==> src/rtl/fsm_pattern_tx.sv <==
// Serial pattern transmitter: shifts a captured pattern out MSB-first, one bit per tick,
// followed by a zero guard gap, optionally repeating while loop is high.
module fsm_pattern_tx #(
    parameter int unsigned PATTERN_W = 8,
    parameter int unsigned GAP_TICKS = 2
) (
    input  logic                 clk,
    input  logic                 rst_a_p,
    input  logic                 tick,
    input  logic                 start,
    input  logic                 loop,
    input  logic [PATTERN_W-1:0] pattern_in,
    input  logic [3:0]           len_in,
    output logic                 serial_out,
    output logic                 bit_valid,
    output logic                 busy,
    output logic                 done,
    output logic [3:0]           frame_cnt
);

    localparam int unsigned GapW   = (GAP_TICKS < 1) ? 1 : $clog2(GAP_TICKS + 1);
    localparam logic [3:0]  PatLen = 4'(PATTERN_W);

    typedef enum logic [1:0] {StIdle, StSend, StGap} state_e;

    state_e                 state_q, state_d;
    logic [PATTERN_W-1:0]   pat_q, pat_d;
    logic [PATTERN_W-1:0]   sr_q, sr_d;
    logic [3:0]             len_q, len_d;
    logic [3:0]             rem_q, rem_d;
    logic [GapW-1:0]        gap_q, gap_d;
    logic                   ser_q, ser_d;
    logic                   bv_q, bv_d;
    logic                   done_q, done_d;
    logic [3:0]             fcnt_q, fcnt_d;
    logic [3:0]             eff_len;
    logic                   end_of_gap;

    // Lengths of zero or wider than the register fall back to the full width.
    assign eff_len = ((len_in == 4'd0) || (len_in > PatLen)) ? PatLen : len_in;

    always_comb begin
        state_d    = state_q;
        pat_d      = pat_q;
        sr_d       = sr_q;
        len_d      = len_q;
        rem_d      = rem_q;
        gap_d      = gap_q;
        ser_d      = ser_q;
        bv_d       = bv_q;
        done_d     = 1'b0;
        fcnt_d     = fcnt_q;
        end_of_gap = 1'b0;

        unique case (state_q)
            StIdle: begin
                if (start) begin
                    pat_d   = pattern_in;
                    len_d   = eff_len;
                    sr_d    = pattern_in << (PatLen - eff_len);
                    rem_d   = eff_len;
                    state_d = StSend;
                end
            end
            StSend: begin
                if (tick) begin
                    if (rem_q != 4'd0) begin
                        ser_d = sr_q[PATTERN_W-1];
                        sr_d  = {sr_q[PATTERN_W-2:0], 1'b0};
                        rem_d = rem_q - 4'd1;
                        bv_d  = 1'b1;
                    end else begin
                        ser_d  = 1'b0;
                        bv_d   = 1'b0;
                        done_d = 1'b1;
                        fcnt_d = (fcnt_q == 4'd9) ? 4'd0 : fcnt_q + 4'd1;
                        if (GAP_TICKS == 0) begin
                            end_of_gap = 1'b1;
                        end else begin
                            gap_d   = GapW'(GAP_TICKS);
                            state_d = StGap;
                        end
                    end
                end
            end
            StGap: begin
                if (tick) begin
                    gap_d = gap_q - GapW'(1);
                    if (gap_q == GapW'(1)) begin
                        end_of_gap = 1'b1;
                    end
                end
            end
            default: state_d = StIdle;
        endcase

        // Repeats always use the captured pattern, never the live input.
        if (end_of_gap) begin
            if (loop) begin
                sr_d    = pat_q << (PatLen - len_q);
                rem_d   = len_q;
                state_d = StSend;
            end else begin
                state_d = StIdle;
            end
        end
    end

    always_ff @(posedge clk) begin
        if (rst_a_p) begin
            state_q <= StIdle;
            pat_q   <= '0;
            sr_q    <= '0;
            len_q   <= '0;
            rem_q   <= '0;
            gap_q   <= '0;
            ser_q   <= 1'b0;
            bv_q    <= 1'b0;
            done_q  <= 1'b0;
            fcnt_q  <= '0;
        end else begin
            state_q <= state_d;
            pat_q   <= pat_d;
            sr_q    <= sr_d;
            len_q   <= len_d;
            rem_q   <= rem_d;
            gap_q   <= gap_d;
            ser_q   <= ser_d;
            bv_q    <= bv_d;
            done_q  <= done_d;
            fcnt_q  <= fcnt_d;
        end
    end

    assign serial_out = ser_q;
    assign bit_valid  = bv_q;
    assign busy       = (state_q != StIdle);
    assign done       = done_q;
    assign frame_cnt  = fcnt_q;

endmodule

==> config.mk <==
export PLATFORM = sky130hd
export DESIGN_NAME = fsm_pattern_tx
export DESIGN_NICKNAME = d
export VERILOG_FILES = /design/src/rtl/fsm_pattern_tx.sv
export SDC_FILE = /design/constraint.sdc
export NUM_CORES = 1
export LEC_CHECK = 0
export ABC_AREA = 1
export CAP_MARGIN = 30
export CELL_PAD_IN_SITES_DETAIL_PLACEMENT = 1
export CELL_PAD_IN_SITES_GLOBAL_PLACEMENT = 2
export CORE_MARGIN = 2
export CORE_UTILIZATION = 30
export DETAILED_ROUTE_END_ITERATION = 12
export GPL_ROUTABILITY_DRIVEN = 0
export PLACE_DENSITY = 0.87
export SYNTH_ARGS = -nofsm -noshare
export SYNTH_HDL_FRONTEND = slang
export SYNTH_SLANG_ARGS = --single-unit
==> constraint.sdc <==
create_clock -name clk -period 1.9 [get_ports clk]
set_input_delay 0.19 -clock clk [delete_from_list [all_inputs] [get_ports clk]]
set_output_delay 0.19 -clock clk [all_outputs]
set_load 0.02 [all_outputs]
Yosys cells after proc, flatten, opt, wreduce, memory -nomap -nowiden. Cells that the tools add are included.

Bitwise logic cells: 3. $lt $le $gt $ge: 1. Eq/ne operators: 11. Shift operators: 2. Reductions and logical operators: 12. Mux-type cells: 28. Add/sub/neg operators: 5.

Operators by type and width (number): $mux W8 (5); $mux W4 (7); $pmux W8 S2 (1); $shl A8 B4 Y8 (2); $mux W2 (5); $ne A3 B3 Y1 const B (3); $ne A2 B2 Y1 const B (4); $pmux W4 S2 (1); $reduce_and A4 Y1 (2); $sub A4 B4 Y4 const A (2); $mux W1 (7); $pmux W2 S3 (1); $add A4 B1 Y4 const B (1); $eq A2 B1 Y1 const B (2); $eq A4 B4 Y1 const B (1); $gt A4 B4 Y1 const B (1); $logic_not A4 Y1 (1); $pmux W2 S2 (1); $reduce_and A2 Y1 (2); $reduce_bool A2 Y1 (2); $reduce_bool A4 Y1 (1); $sub A4 B1 Y4 const B (1); $not A1 Y1 (3); $reduce_and A3 Y1 (1); other kinds (5) (5).

Register bits: 35. Input bits: 17. Word-level logic and storage cells: 72.

Longest topological paths before layout.
Word-level depth: 9. Mapped depth: 12.

Worst setup path after synthesis. Ideal clock, no wire load.

Path type: register to register. From: register len_q[0]. To: register sr_q[7]. Slack: 0.309 ns. Data arrival time: 1.535 ns. Setup time: 0.056 ns. Buffers on the path: 1. Cell stages (with the launch flop): 12. Period minus slack after synthesis: 1.591 ns. Cells stage by stage: dfxtp_1 inv_2 ha_1 clkbuf_1 inv_1 nand3_1 nand3_1 nand2_1 nand2_1 a21oi_1 nand2_1 inv_1.

Cells in the longest elaborated chain, start to end: 4.

RTL lines: from (decl) (line 29) `logic [3:0] len_q, len_d;`; from (signal assigned) (line 125) `len_q <= len_d;`; $sub A4 B4 Y4 (line 100) `sr_d = pat_q << (PatLen - len_q);`; $shl A8 B4 Y8 (line 100); $mux W8 (line 99) `if (loop) begin`; $mux W8 (line 98) `if (end_of_gap) begin`; to (signal assigned) (line 124) `sr_q <= sr_d;`; to (decl) (line 28) `logic [PATTERN_W-1:0] sr_q, sr_d;`.

No other way between the ends. A chain may end at the register's enable or synchronous reset.

Final worst setup path.
From: register state_q[1]. To: output port busy.

Cells in the longest elaborated chain, start to end: 1.

RTL lines: from (decl) (line 26) `state_e state_q, state_d;`; from (signal assigned) (line 111) `state_q <= StIdle;`; from (signal assigned) (line 122) `state_q <= state_d;`; $reduce_bool A2 Y1 (line 137) `assign busy = (state_q != StIdle);`; to (decl) (line 16) `output logic busy,`.

No other way between the ends.

==> results by group <==
Run status
  – Outcome: completed

Setup path
  – Worst setup startpoint: state_q[1]
  – CP startpoint kind: flop
  – Crit. path cell count: 3
  – Critical-path top delay cell: clkdlybuf4s50_1
  – Reg2reg start: len_q[0]
  – R2R depth: 9
  – Arrival time at the worst endpoint: around 1600 ps
  – CP Class: flop to output port
  – End of the critical path: busy
  – Reg2Reg Setup Slack: about 280 ps
  – CP max stage delay: approximately 610 ps
  – R2r endpoint: sr_q[0]
  – Crit-path cells: nor2_2 > inv_1 > clkdlybuf4s50_1
  – CP required: approximately 1700 ps
  – Crit-path max FO: 7
  – Worst Setup End Kind: output port
  – CP top delay family: buffers and inverters
  – Worst Path Buf+Inv: 2

STA
  – Worst Clk Skew: approximately 13 ps
  – Final hold slack: roughly 460 ps
  – Minimum clock period after layout: between 1500 and 2000 ps
  – Final setup violating endpoints: 0
  – RSZ-0062 raised after global routing: no
  – Slew margin rel.: 74.25%
  – Fmax: approximately 0.57 GHz
  – Max Slew Vio Count: 0
  – Final period utilization: between 90 and 100%
  – Endpoints failing hold: 0
  – Worst slew pin tran: around 380 ps
  – Final setup margin: ~160 ps

Logic synthesis
  – Yosys top cell area share: 31.02%
  – Mapped Cells: approximately 370
  – Most common cell in the synthesized netlist: nand2_1
  – Synthesized area per cell: roughly 6.2 sq um
  – Post-synth EDFFs: 0
  – Syn. warnings: 0
  – Post-Synth Adder-Cell Area: between 2 and 2.5%
  – Compound-Gate Fraction of Synth Area: between 10% and 20%
  – Post-synthesis cell area: between 2000 and 2500 sq um
  – Commonest cells in the netlist: 98 x nand2_1, 50 x nand3_1, 44 x inv_1, 36 x a21oi_1, 35 x dfxtp_1
  – Xor/xnor share of the synthesized area: 1.551%
  – Synth area leader: dfxtp_1
  – Mapped Nets: between 300 and 400
  – Largest cells by area after synthesis: dfxtp_1 31%, nand2_1 16%, nand3_1 11%
  – Multiplexer share of the synthesized area: 0%
  – Distinct cells, synth: 27
  – Post-synthesis sequential area ratio: between 30% and 40%
  – Main combinational cell family by area after synthesis: simple AND/OR/NAND/NOR gates
  – FFs w/ async S/R, synth: 0%
  – Synthesis-stage register bit count: 35
  – Ys flop type: dfxtp_1
  – Synth Area in Simple Gates: 38.67%

Pwr
  – Combinational Power Share: about 28%
  – Leak Pwr: 1.315 nW
  – Sw Pwr: approximately 680 uW
  – Register share of total power: around two fifths
  – Pwr dens: 712.2 nW/um^2
  – Cell Int Power: between 1 and 1.5 mW
  – Clock power frac: between 30% and 40%
  – Total power draw: 2.004 mW
  – Peak VDD IR: roughly 270 uV
  – Switching share of power: around a third

Floorplanning
  – # rows: 31
  – Die footprint: around 8200 sq um
  – Io pins: 25
  – Die width: about 91 um
  – Die height: approximately 91 um
  – Initial Util: a little under a third
  – Total core area: about 7300 sq um

GRT
  – Vias in the first global route: 2566
  – Initial antenna violation count: 0
  – Global route total overflow: 0
  – First-pass GRT wire length: about 12000 um
  – Total track usage: approximately 18%
  – Largest net degree at the start of global routing: 19

Place
  – Pre-CTS setup slack: -71.57 ps
  – Dpl hpwl: ~5700 um
  – PortBufs: 24

Cells and area
  – Fill cells: 961
  – Nets: between 400 and 500
  – Diode count: 0
  – Layout overhead on the synthesized area: 24.60%
  – Storage element area: between 700 and 800 sq um
  – Multi-input logic area: between 1000 and 1500 sq um
  – Layout cells sized above 1: a little under an eighth

Route
  – Post-DRT Antenna Nets: 0
  – Post-DR vias/cell: slightly below 5
  – Total Wirelength: a little over 7000 um
  – Post-route DRC: 0
  – DR pass1 iterations: 4
  – Drt first-iter violations: roughly 110
  – Total vias in the final route: approximately 2500
  – Detailed-route wire length per cell: 14.22 um

Clock tree
  – CTS tree: built
  – Clk_lat worst skew: roughly 300 ps
  – Root buffer cell: clkbuf_8
  – Clock buffer depth: 2
  – Clock transition at path regs: 80 ps
  – Hold_buf cts: 0
  – # resized after CTS: 0
  – Num CTS Buffers: 5
  – Max H-tree Level: 2
  – Post-CTS setup buffers: 0
  – Clk sink count: 35

Min path
  – Hold Path Class: flop to flop

Flow run
  – Max cap viols: 0
[cells by family after synthesis]
group	count (synthesis)
xor gates and xnor gates	4
AOI/OAI and AO/OA	70
and+or+nand+nor	192
DFF	35
buffers and inverters	60
adders and majority gates	4
[how the worst min path moves through the flow]
stage / from / to / cells after the start
after floorplan: pattern_in[1] / pat_q[1] / 2
after global placement: gap_q[0] / gap_q[0] / 1
after detailed placement: bit_valid / bit_valid / 2
after CTS: bit_valid / bit_valid / 2
after global routing: bit_valid / bit_valid / 2
final: bit_valid / bit_valid / 2
[stage by stage]
step | TNS, ps | instances | cell area (sq um) | util (%)
after floorplan | 0 | 365 | 2258 | -
after global placement | 0 | 495 | 2696 | 37.17
after detailed placement | -179.0 | 495 | 2696 | 37.17
after CTS | 0 | 503 | 2800 | 38.61
after global routing | 0 | 503 | 2814 | 38.80
final | 0 | 503 | 2814 | 38.80
[sequential cells by signal, summed over array words and instances, names as in the netlist]
register and cells:
done 1, frame_cnt 4, sr_q 8, serial_out 1, len_q 4, rem_q 4, gap_q 2, state_q 2
pat_q 8, bit_valid 1
[worst reg2reg max path: stages, from the launching register on]
cell and delay (ps):
dfxtp_1 320, inv_2 130, ha_1 210, xor2_2 240
inv_1 150, nor2_2 200, nand2_1 80, o21ai_1 130
nand2_1 60, inv_1 50
[power groups by stage]
stage,sequential [mW],combinational (mW),clock [mW]
6_report,0.832,0.556,0.616
5_1_grt,0.839,0.635,0.661
3_5_place_dp,0.848,0.552,0
2_1_floorplan,0.839,0.353,0
3_3_place_gp,0.845,0.538,0
4_1_cts,0.831,0.555,0.634
[per-layer routing]
layer / share of wire, % / track usage [%] / vias to the layer above
met3: 4.3 / 3.088 / 12
met2: 46 / 30.35 / 45
met5: 0 / 0 / -
met1: 48 / 24.36 / 1164
met4: 1.7 / 6.154 / 0
li1: - / - / 1267
[layout by cell type (no fill, tap or decap), drive strengths merged]
cell type      count
o21a               1
clkdlybuf4s50     24
inv               51
nor4               1
a21oi             36
o21ai             30
a41oi              1
nand4              7
clkinvlp           1
nor2              25
xor2               4
clkbuf             7
a31oi              1
nand2            104
o221ai             1
ha                 4
buf               16
dfxtp             35
nor3               5
nand3             50
[cell type report]
| cell class | count | area share, % |
|---|---|---|
| clock buffer | 7 | 3.424 |
| clock inverter | 1 | 0.2668 |
| inverter | 51 | 6.803 |
| multi-input combinational | 270 | 47.35 |
| sequential | 35 | 24.94 |
| tap | 99 | 4.402 |
| timing repair buffer | 40 | 12.81 |
(Power assumes the default switching activity.)
